`src/rtl/regfile_seq_if.sv`:
```
// Command and register-file port bundle for regfile_seq.
// slave = sequencer side, master = command source plus regfile side.
`timescale 1ns/1ps
interface regfile_seq_if #(
    parameter int W  = 16,
    parameter int AW = 2
) ();
    // Handshake: a command transfers on a posedge where cmd_valid && cmd_ready;
    // the source holds its fields stable while cmd_valid is high and ready is low.
    logic          cmd_valid;
    logic          cmd_ready;
    logic [2:0]    cmd_op;
    logic [AW-1:0] cmd_dst;
    logic [AW-1:0] cmd_src;
    logic [W-1:0]  cmd_imm;
    logic [AW-1:0] rf_rsel;
    logic [W-1:0]  rf_q;
    logic [AW-1:0] rf_wsel;
    logic          rf_we;
    logic [W-1:0]  rf_d;

    modport slave (
        input  cmd_valid, cmd_op, cmd_dst, cmd_src, cmd_imm, rf_q,
        output cmd_ready, rf_rsel, rf_wsel, rf_we, rf_d
    );

    modport master (
        output cmd_valid, cmd_op, cmd_dst, cmd_src, cmd_imm, rf_q,
        input  cmd_ready, rf_rsel, rf_wsel, rf_we, rf_d
    );
endinterface

```
`src/rtl/regfile_seq.sv`:
```
// Micro-op sequencer for the 4x16 calculator register file: reads operands,
// runs the ALU op and writes back. Optional feature macro: REGFILE_SEQ_SAT_EN.
`timescale 1ns/1ps
module regfile_seq #(
    parameter int W  = 16,
    parameter int AW = 2
) (
    input  logic              ck,
    input  logic              res,
    regfile_seq_if.slave      bus,
    output logic              busy,
    output logic              done,
    output logic              zero,
    output logic              ovf,
    output logic [2:0]        dbg_state_o
);

    localparam logic [2:0] OP_LOAD = 3'd0;
    localparam logic [2:0] OP_MOV  = 3'd1;
    localparam logic [2:0] OP_ADD  = 3'd2;
    localparam logic [2:0] OP_SUB  = 3'd3;
    localparam logic [2:0] OP_AND  = 3'd4;
    localparam logic [2:0] OP_OR   = 3'd5;
    localparam logic [2:0] OP_XOR  = 3'd6;
    localparam logic [2:0] OP_CMP  = 3'd7;

    localparam logic [W-1:0] SAT_MAX = {1'b0, {(W-1){1'b1}}};
    localparam logic [W-1:0] SAT_MIN = {1'b1, {(W-1){1'b0}}};

    typedef enum logic [2:0] {
        S_IDLE = 3'd0,
        S_RD_A = 3'd1,
        S_RD_B = 3'd2,
        S_EXEC = 3'd3,
        S_WR   = 3'd4
    } state_t;

    state_t        state_q, state_d;
    logic [2:0]    op_q;
    logic [AW-1:0] dst_q, src_q;
    logic [W-1:0]  imm_q;
    logic [W-1:0]  a_q, b_q, res_q;
    logic [AW-1:0] rsel_q, wsel_q;
    logic          zero_q, ovf_q;

    logic          accept;
    logic [W-1:0]  sum, diff, res_d;
    logic          add_ovf, sub_ovf, ovf_d;

    assign accept = (state_q == S_IDLE) && bus.cmd_valid;

    // State register
    always_ff @(posedge ck or negedge res) begin
        if (!res) state_q <= S_IDLE;
        else      state_q <= state_d;
    end

    // Next-state logic
    always_comb begin
        state_d = state_q;
        unique case (state_q)
            S_IDLE: if (bus.cmd_valid) state_d = (bus.cmd_op == OP_LOAD) ? S_EXEC : S_RD_A;
            S_RD_A: state_d = (op_q == OP_MOV) ? S_EXEC : S_RD_B;
            S_RD_B: state_d = S_EXEC;
            S_EXEC: state_d = S_WR;
            S_WR:   state_d = S_IDLE;
            default: state_d = S_IDLE;
        endcase
    end

    // Output decode, all from registered state
    always_comb begin
        bus.cmd_ready = 1'b0;
        bus.rf_we     = 1'b0;
        done          = 1'b0;
        busy          = 1'b1;
        if (state_q == S_IDLE) begin
            bus.cmd_ready = 1'b1;
            busy          = 1'b0;
        end
        if (state_q == S_WR) begin
            done      = 1'b1;
            bus.rf_we = (op_q != OP_CMP);
        end
    end

    assign bus.rf_rsel = rsel_q;
    assign bus.rf_wsel = wsel_q;
    assign bus.rf_d    = res_q;
    assign zero        = zero_q;
    assign ovf         = ovf_q;
    assign dbg_state_o = state_q;

    // B is the dst operand, A the src operand: ADD is B+A, SUB/CMP are B-A.
    assign sum     = b_q + a_q;
    assign diff    = b_q - a_q;
    assign add_ovf = (a_q[W-1] == b_q[W-1]) && (sum[W-1]  != b_q[W-1]);
    assign sub_ovf = (a_q[W-1] != b_q[W-1]) && (diff[W-1] != b_q[W-1]);

    always_comb begin
        res_d = '0;
        ovf_d = 1'b0;
        unique case (op_q)
            OP_LOAD: res_d = imm_q;
            OP_MOV:  res_d = a_q;
            OP_ADD: begin
                res_d = sum;
                ovf_d = add_ovf;
`ifdef REGFILE_SEQ_SAT_EN
                if (add_ovf) res_d = b_q[W-1] ? SAT_MIN : SAT_MAX;
`endif
            end
            OP_SUB: begin
                res_d = diff;
                ovf_d = sub_ovf;
`ifdef REGFILE_SEQ_SAT_EN
                if (sub_ovf) res_d = b_q[W-1] ? SAT_MIN : SAT_MAX;
`endif
            end
            OP_AND:  res_d = b_q & a_q;
            OP_OR:   res_d = b_q | a_q;
            OP_XOR:  res_d = b_q ^ a_q;
            OP_CMP: begin
                res_d = diff;
                ovf_d = sub_ovf;
            end
            default: res_d = '0;
        endcase
    end

    // Datapath registers; read select only moves when an operand read is due
    always_ff @(posedge ck or negedge res) begin
        if (!res) begin
            op_q   <= OP_LOAD;
            dst_q  <= '0;
            src_q  <= '0;
            imm_q  <= '0;
            a_q    <= '0;
            b_q    <= '0;
            res_q  <= '0;
            rsel_q <= '0;
            wsel_q <= '0;
            zero_q <= 1'b0;
            ovf_q  <= 1'b0;
        end else begin
            if (accept) begin
                op_q  <= bus.cmd_op;
                dst_q <= bus.cmd_dst;
                src_q <= bus.cmd_src;
                imm_q <= bus.cmd_imm;
                if (bus.cmd_op != OP_LOAD) rsel_q <= bus.cmd_src;
            end
            if (state_q == S_RD_A) begin
                a_q <= bus.rf_q;
                if (op_q != OP_MOV) rsel_q <= dst_q;
            end
            if (state_q == S_RD_B) b_q <= bus.rf_q;
            if (state_q == S_EXEC) begin
                res_q  <= res_d;
                zero_q <= (res_d == '0);
                ovf_q  <= ovf_d;
                wsel_q <= dst_q;
            end
        end
    end

endmodule

```
`src/flat_wrapper.sv`:
```
// flat-port wrapper written by rule: the top's interface ports become plain ports
module regfile_seq_flat 
#(
    parameter int W  = 16,
    parameter int AW = 2
)
  (ck, res, busy, done, zero, ovf, dbg_state_o, bus_cmd_valid, bus_cmd_op, bus_cmd_dst, bus_cmd_src, bus_cmd_imm, bus_rf_q, bus_cmd_ready, bus_rf_rsel, bus_rf_wsel, bus_rf_we, bus_rf_d);
  regfile_seq_if #(.W(W), .AW(AW)) bus_i ();
  input  logic ck;
  input  logic res;
  output logic busy;
  output logic done;
  output logic zero;
  output logic ovf;
  output logic [2:0] dbg_state_o;
  input wire logic [$bits(bus_i.cmd_valid)-1:0] bus_cmd_valid;
  input wire logic [$bits(bus_i.cmd_op)-1:0] bus_cmd_op;
  input wire logic [$bits(bus_i.cmd_dst)-1:0] bus_cmd_dst;
  input wire logic [$bits(bus_i.cmd_src)-1:0] bus_cmd_src;
  input wire logic [$bits(bus_i.cmd_imm)-1:0] bus_cmd_imm;
  input wire logic [$bits(bus_i.rf_q)-1:0] bus_rf_q;
  output wire logic [$bits(bus_i.cmd_ready)-1:0] bus_cmd_ready;
  output wire logic [$bits(bus_i.rf_rsel)-1:0] bus_rf_rsel;
  output wire logic [$bits(bus_i.rf_wsel)-1:0] bus_rf_wsel;
  output wire logic [$bits(bus_i.rf_we)-1:0] bus_rf_we;
  output wire logic [$bits(bus_i.rf_d)-1:0] bus_rf_d;
  assign bus_i.cmd_valid = bus_cmd_valid;
  assign bus_i.cmd_op = bus_cmd_op;
  assign bus_i.cmd_dst = bus_cmd_dst;
  assign bus_i.cmd_src = bus_cmd_src;
  assign bus_i.cmd_imm = bus_cmd_imm;
  assign bus_i.rf_q = bus_rf_q;
  assign bus_cmd_ready = bus_i.cmd_ready;
  assign bus_rf_rsel = bus_i.rf_rsel;
  assign bus_rf_wsel = bus_i.rf_wsel;
  assign bus_rf_we = bus_i.rf_we;
  assign bus_rf_d = bus_i.rf_d;
  regfile_seq #(.W(W), .AW(AW)) u_core (.ck(ck), .res(res), .bus(bus_i), .busy(busy), .done(done), .zero(zero), .ovf(ovf), .dbg_state_o(dbg_state_o));
endmodule
```
`config.mk`:
```
export PLATFORM = sky130hd
export DESIGN_NAME = regfile_seq_flat
export DESIGN_NICKNAME = d
export VERILOG_FILES = /design/src/rtl/regfile_seq_if.sv /design/src/rtl/regfile_seq.sv /design/src/flat_wrapper.sv
export SDC_FILE = /design/constraint.sdc
export NUM_CORES = 1
export LEC_CHECK = 0
export ABC_AREA = 1
export BUFFER_PORTS_ARGS = -buffer_cell sky130_fd_sc_hd__buf_2
export CORE_MARGIN = 4
export CORE_UTILIZATION = 38
export CTS_CLUSTER_DIAMETER = 200
export DETAILED_ROUTE_END_ITERATION = 8
export SYNTH_ARGS = -nofsm -noshare
export SYNTH_HDL_FRONTEND = slang
export SYNTH_SLANG_ARGS = --single-unit
```
`constraint.sdc`:
```
create_clock -name ck -period 2.76 [get_ports ck]
set_input_delay 0.138 -clock ck [delete_from_list [all_inputs] [get_ports ck]]
set_output_delay 0.138 -clock ck [all_outputs]
set_load 0.005 [all_outputs]
```
==> flow_metrics.tcl <==
set metrics [dict create \
    dp.cells 1151 \
    die_w_um 133 \
    drt_pass1_iterations 5 \
    cts_buffers 9 \
    synth-async-reset-ratio_pct 100 \
    setup_tns_ns 0 \
    first_global_vias 5473 \
    fillers 1650 \
    h-tree-depth 3 \
    slew_viol_final 0 \
    critPathMaxFanout 4 \
    grt_antenna_before_repair 0 \
    cpPeakStageDelay_ns 0.44 \
    drive_gt1_share_pct 12.9 \
    synth_area_leaders "dfrtp_1 33%, nand2_1 15%, ha_1 11%" \
    grt_overflow 0 \
    antenna_left 0 \
    wl_per_cell_um 15.0 \
    synth.distinct_cells 32 \
    die_h_um 133 \
    synth_cells 885 \
    core_area_mm2 0.0153 \
    clkTransAtPathRegs_ns 0.06 \
    layout_min_cycle_time_ns 2.45 \
    dieArea_mm2 0.0177 \
    hpwl_um 13600 \
    netlist_area_mm2 0.00594 \
    yosysSeqAreaShare_pct 32.9 \
    worst_slew_pin_slew_ns 0.535 \
    rsz0062_at_grt "false" \
    seqCellArea_mm2 0.00195 \
    ys_warn_count 0 \
    synth_top_flop_cell "dfrtp_1" \
    synth-seq-cells 78 \
    cts_sinks 78 \
    synth_top_area_share_pct 32.9 \
    dr.first_iter.drc_count 364 \
    ioPinCount 71 \
    yosys.area.top_type "dfrtp_1" \
    design_area_mm2 0.00692 \
    via_count 5835 \
    grt_pass1_wl_um 28300 \
    insertion_delay_ns 0.35 \
    drv_cap 0 \
    slew_headroom_pct 64.3 \
    hold_path.class "input pin to flop" \
    route.detailed.drc 0 \
    final_core_util_pct 45.3 \
    area_growth_pct 16.4 \
    gp_congestion 0.958 \
    multi_input_area_mm2 0.00332 \
    initial_core_util_pct 38.9 \
    nets 1053 \
    wl_um 17600 \
    cp_cell_sequence "ha_1, inv_1, fa_1, inv_1, nand3_1, nand2_1, nand2_1, nand3_1, nand3_1, nand2_1, nand3_1, nor2_1, nand2_1, nor2_1, nand3_1, nand2_1" \
    io_buffers 70 \
    fin_cells 1174 \
    synth-edff-count 0 \
    start_kind "flop" \
    cp.required_ns 3.05 \
    synth.avg_cell_area_um2 6.71 \
    n_antenna_cell 0 \
    hold_violations 0 \
    path_class "flop to flop" \
    cts_tree "built" \
    placed_cell_area_mm2 0.00654 \
    end_kind "flop" \
    fin_crit_sh_pct 88.9 \
    rows 45 \
    clockBufferDepth 2 \
    max_freq_mhz 408 \
    final.setup_skew_ns 0.00741 \
    grt_max_degree 35 \
    cpMaxStageDelayCell "fa_1" \
    viasPerCell 4.97 \
    status "finished, final reports clean" \
    setup_viol 0 \
    synth_nets 980 \
    cts_root_buffer "clkbuf_16" \
    grtUsageTotal_pct 20.1 \
    cp_data_arrival_time_ns 2.74 \
]
## cells by family after synthesis
| group | count (synthesis) | share of synthesized area, % |
|---|---|---|
| multiplexers | 9 | 1.71 |
| flip-flops | 78 | 32.9 |
| AO/OA/AOI/OAI | 123 | 11.2 |
| adder cells (fa/ha/maj) | 53 | 11.4 |
| buffers and inverters | 172 | 11.4 |
| XOR/XNOR | 1 | 0.147 |
| AND/OR/NAND/NOR | 449 | 31.3 |
## layer usage
metal  GRT usage [%]  up-vias  wire length [µm]
met4            6.00        0               365
met5               0        -                 0
li1                -     2954                 -
met1            27.7     2719              8430
met2            32.6      138              8150
met3            3.23       24               701
## critical path: cells and delay by family, from the launching register on
kind          cells  cell delay [ns]
flops             1             0.39
simple gates     12             1.14
fa+ha+maj         2             0.67
buf+inv           2             0.19
## Yosys cell counts (9+ instances only)
library cell	count
nand3_1	81
dfrtp_1	78
mux2_2	9
nand2_1	242
o22ai_1	12
o21ai_0	49
nor3_1	9
buf_2	15
nor2_1	96
nand4_1	11
ha_1	51
a21oi_1	46
inv_1	136
clkbuf_1	14
## registers in the layout, indices dropped and copies added (netlist names)
name,count
u_core.bus.rf_rsel,2
u_core.imm_q,16
u_core.op_q,3
u_core.bus.rf_wsel,2
u_core.dbg_state_o,3
u_core.a_q,16
u_core.zero,1
u_core.b_q,16
u_core.bus.rf_d,16
u_core.dst_q,2
u_core.ovf,1
## layout by cell type (no fill, tap or decap), drive strengths merged
cell type and n:
fa 2, nand2 242, o21bai 3, clkinv 4, nand4 11, nand3b 1
a31oi 2, nor3 9, o221ai 2, nor4 1, dfrtp 78, a21oi 46
and2 1, o21ai 51, nor2 96, bufinv 1, o211ai 1, xor2 1
o22ai 12, clkinvlp 1, inv 141, a211oi 5, ha 51, or2 5
o21a 1, nand3 83, dlygate4sd3 7, mux2 9, clkbuf 10, buf 86
## through the flow
stage,hold WS [ns],worst slack (ns)
after detailed placement,0.126,0.325
after global routing,0.0195,0.0493
after global placement,0.124,0.320
final,0.0136,0.307
after CTS,0.00146,0.301
after floorplan,-0.158,0.683
## timing repair
item,CTS,global route
hold buffers,7,0
setup buffers,0,0
resized for setup,0,1
setup endpoints to repair,0,1
endpoints found under the hold margin,38,0
## final timing paths
path                                                       from                               to  slack [ns]  cells past startpoint
worst max-delay path                  u_core.a_q[0]$_DFFE_PN0P_          u_core.zero$_DFFE_PN0P_        0.31                     16
worst min-delay path                               bus_rf_q[10]       u_core.a_q[10]$_DFFE_PN0P_        0.01                      3
worst max register to register        u_core.a_q[0]$_DFFE_PN0P_          u_core.zero$_DFFE_PN0P_        0.31                     16
worst min register to register  u_core.bus.rf_d[11]$_DFFE_PN0P_  u_core.bus.rf_d[11]$_DFFE_PN0P_        0.48                      2
max in group asynchronous                                   res  u_core.bus.rf_d[12]$_DFFE_PN0P_        1.77                      3
min in group asynchronous                                   res        u_core.a_q[3]$_DFFE_PN0P_        0.28                      2
## area by class of cell
class | instances | area share, %
Clock buffer | 10 | 3.46
Clock inverter | 6 | 0.995
Inverter | 141 | 7.65
Multi-Input combinational cell | 635 | 48.0
Sequential cell | 78 | 28.2
Tap cell | 211 | 3.82
Timing Repair Buffer | 93 | 7.85
Power is not shown: default switching activity piles up to over one toggle a cycle in this logic, so the estimate is an artifact.
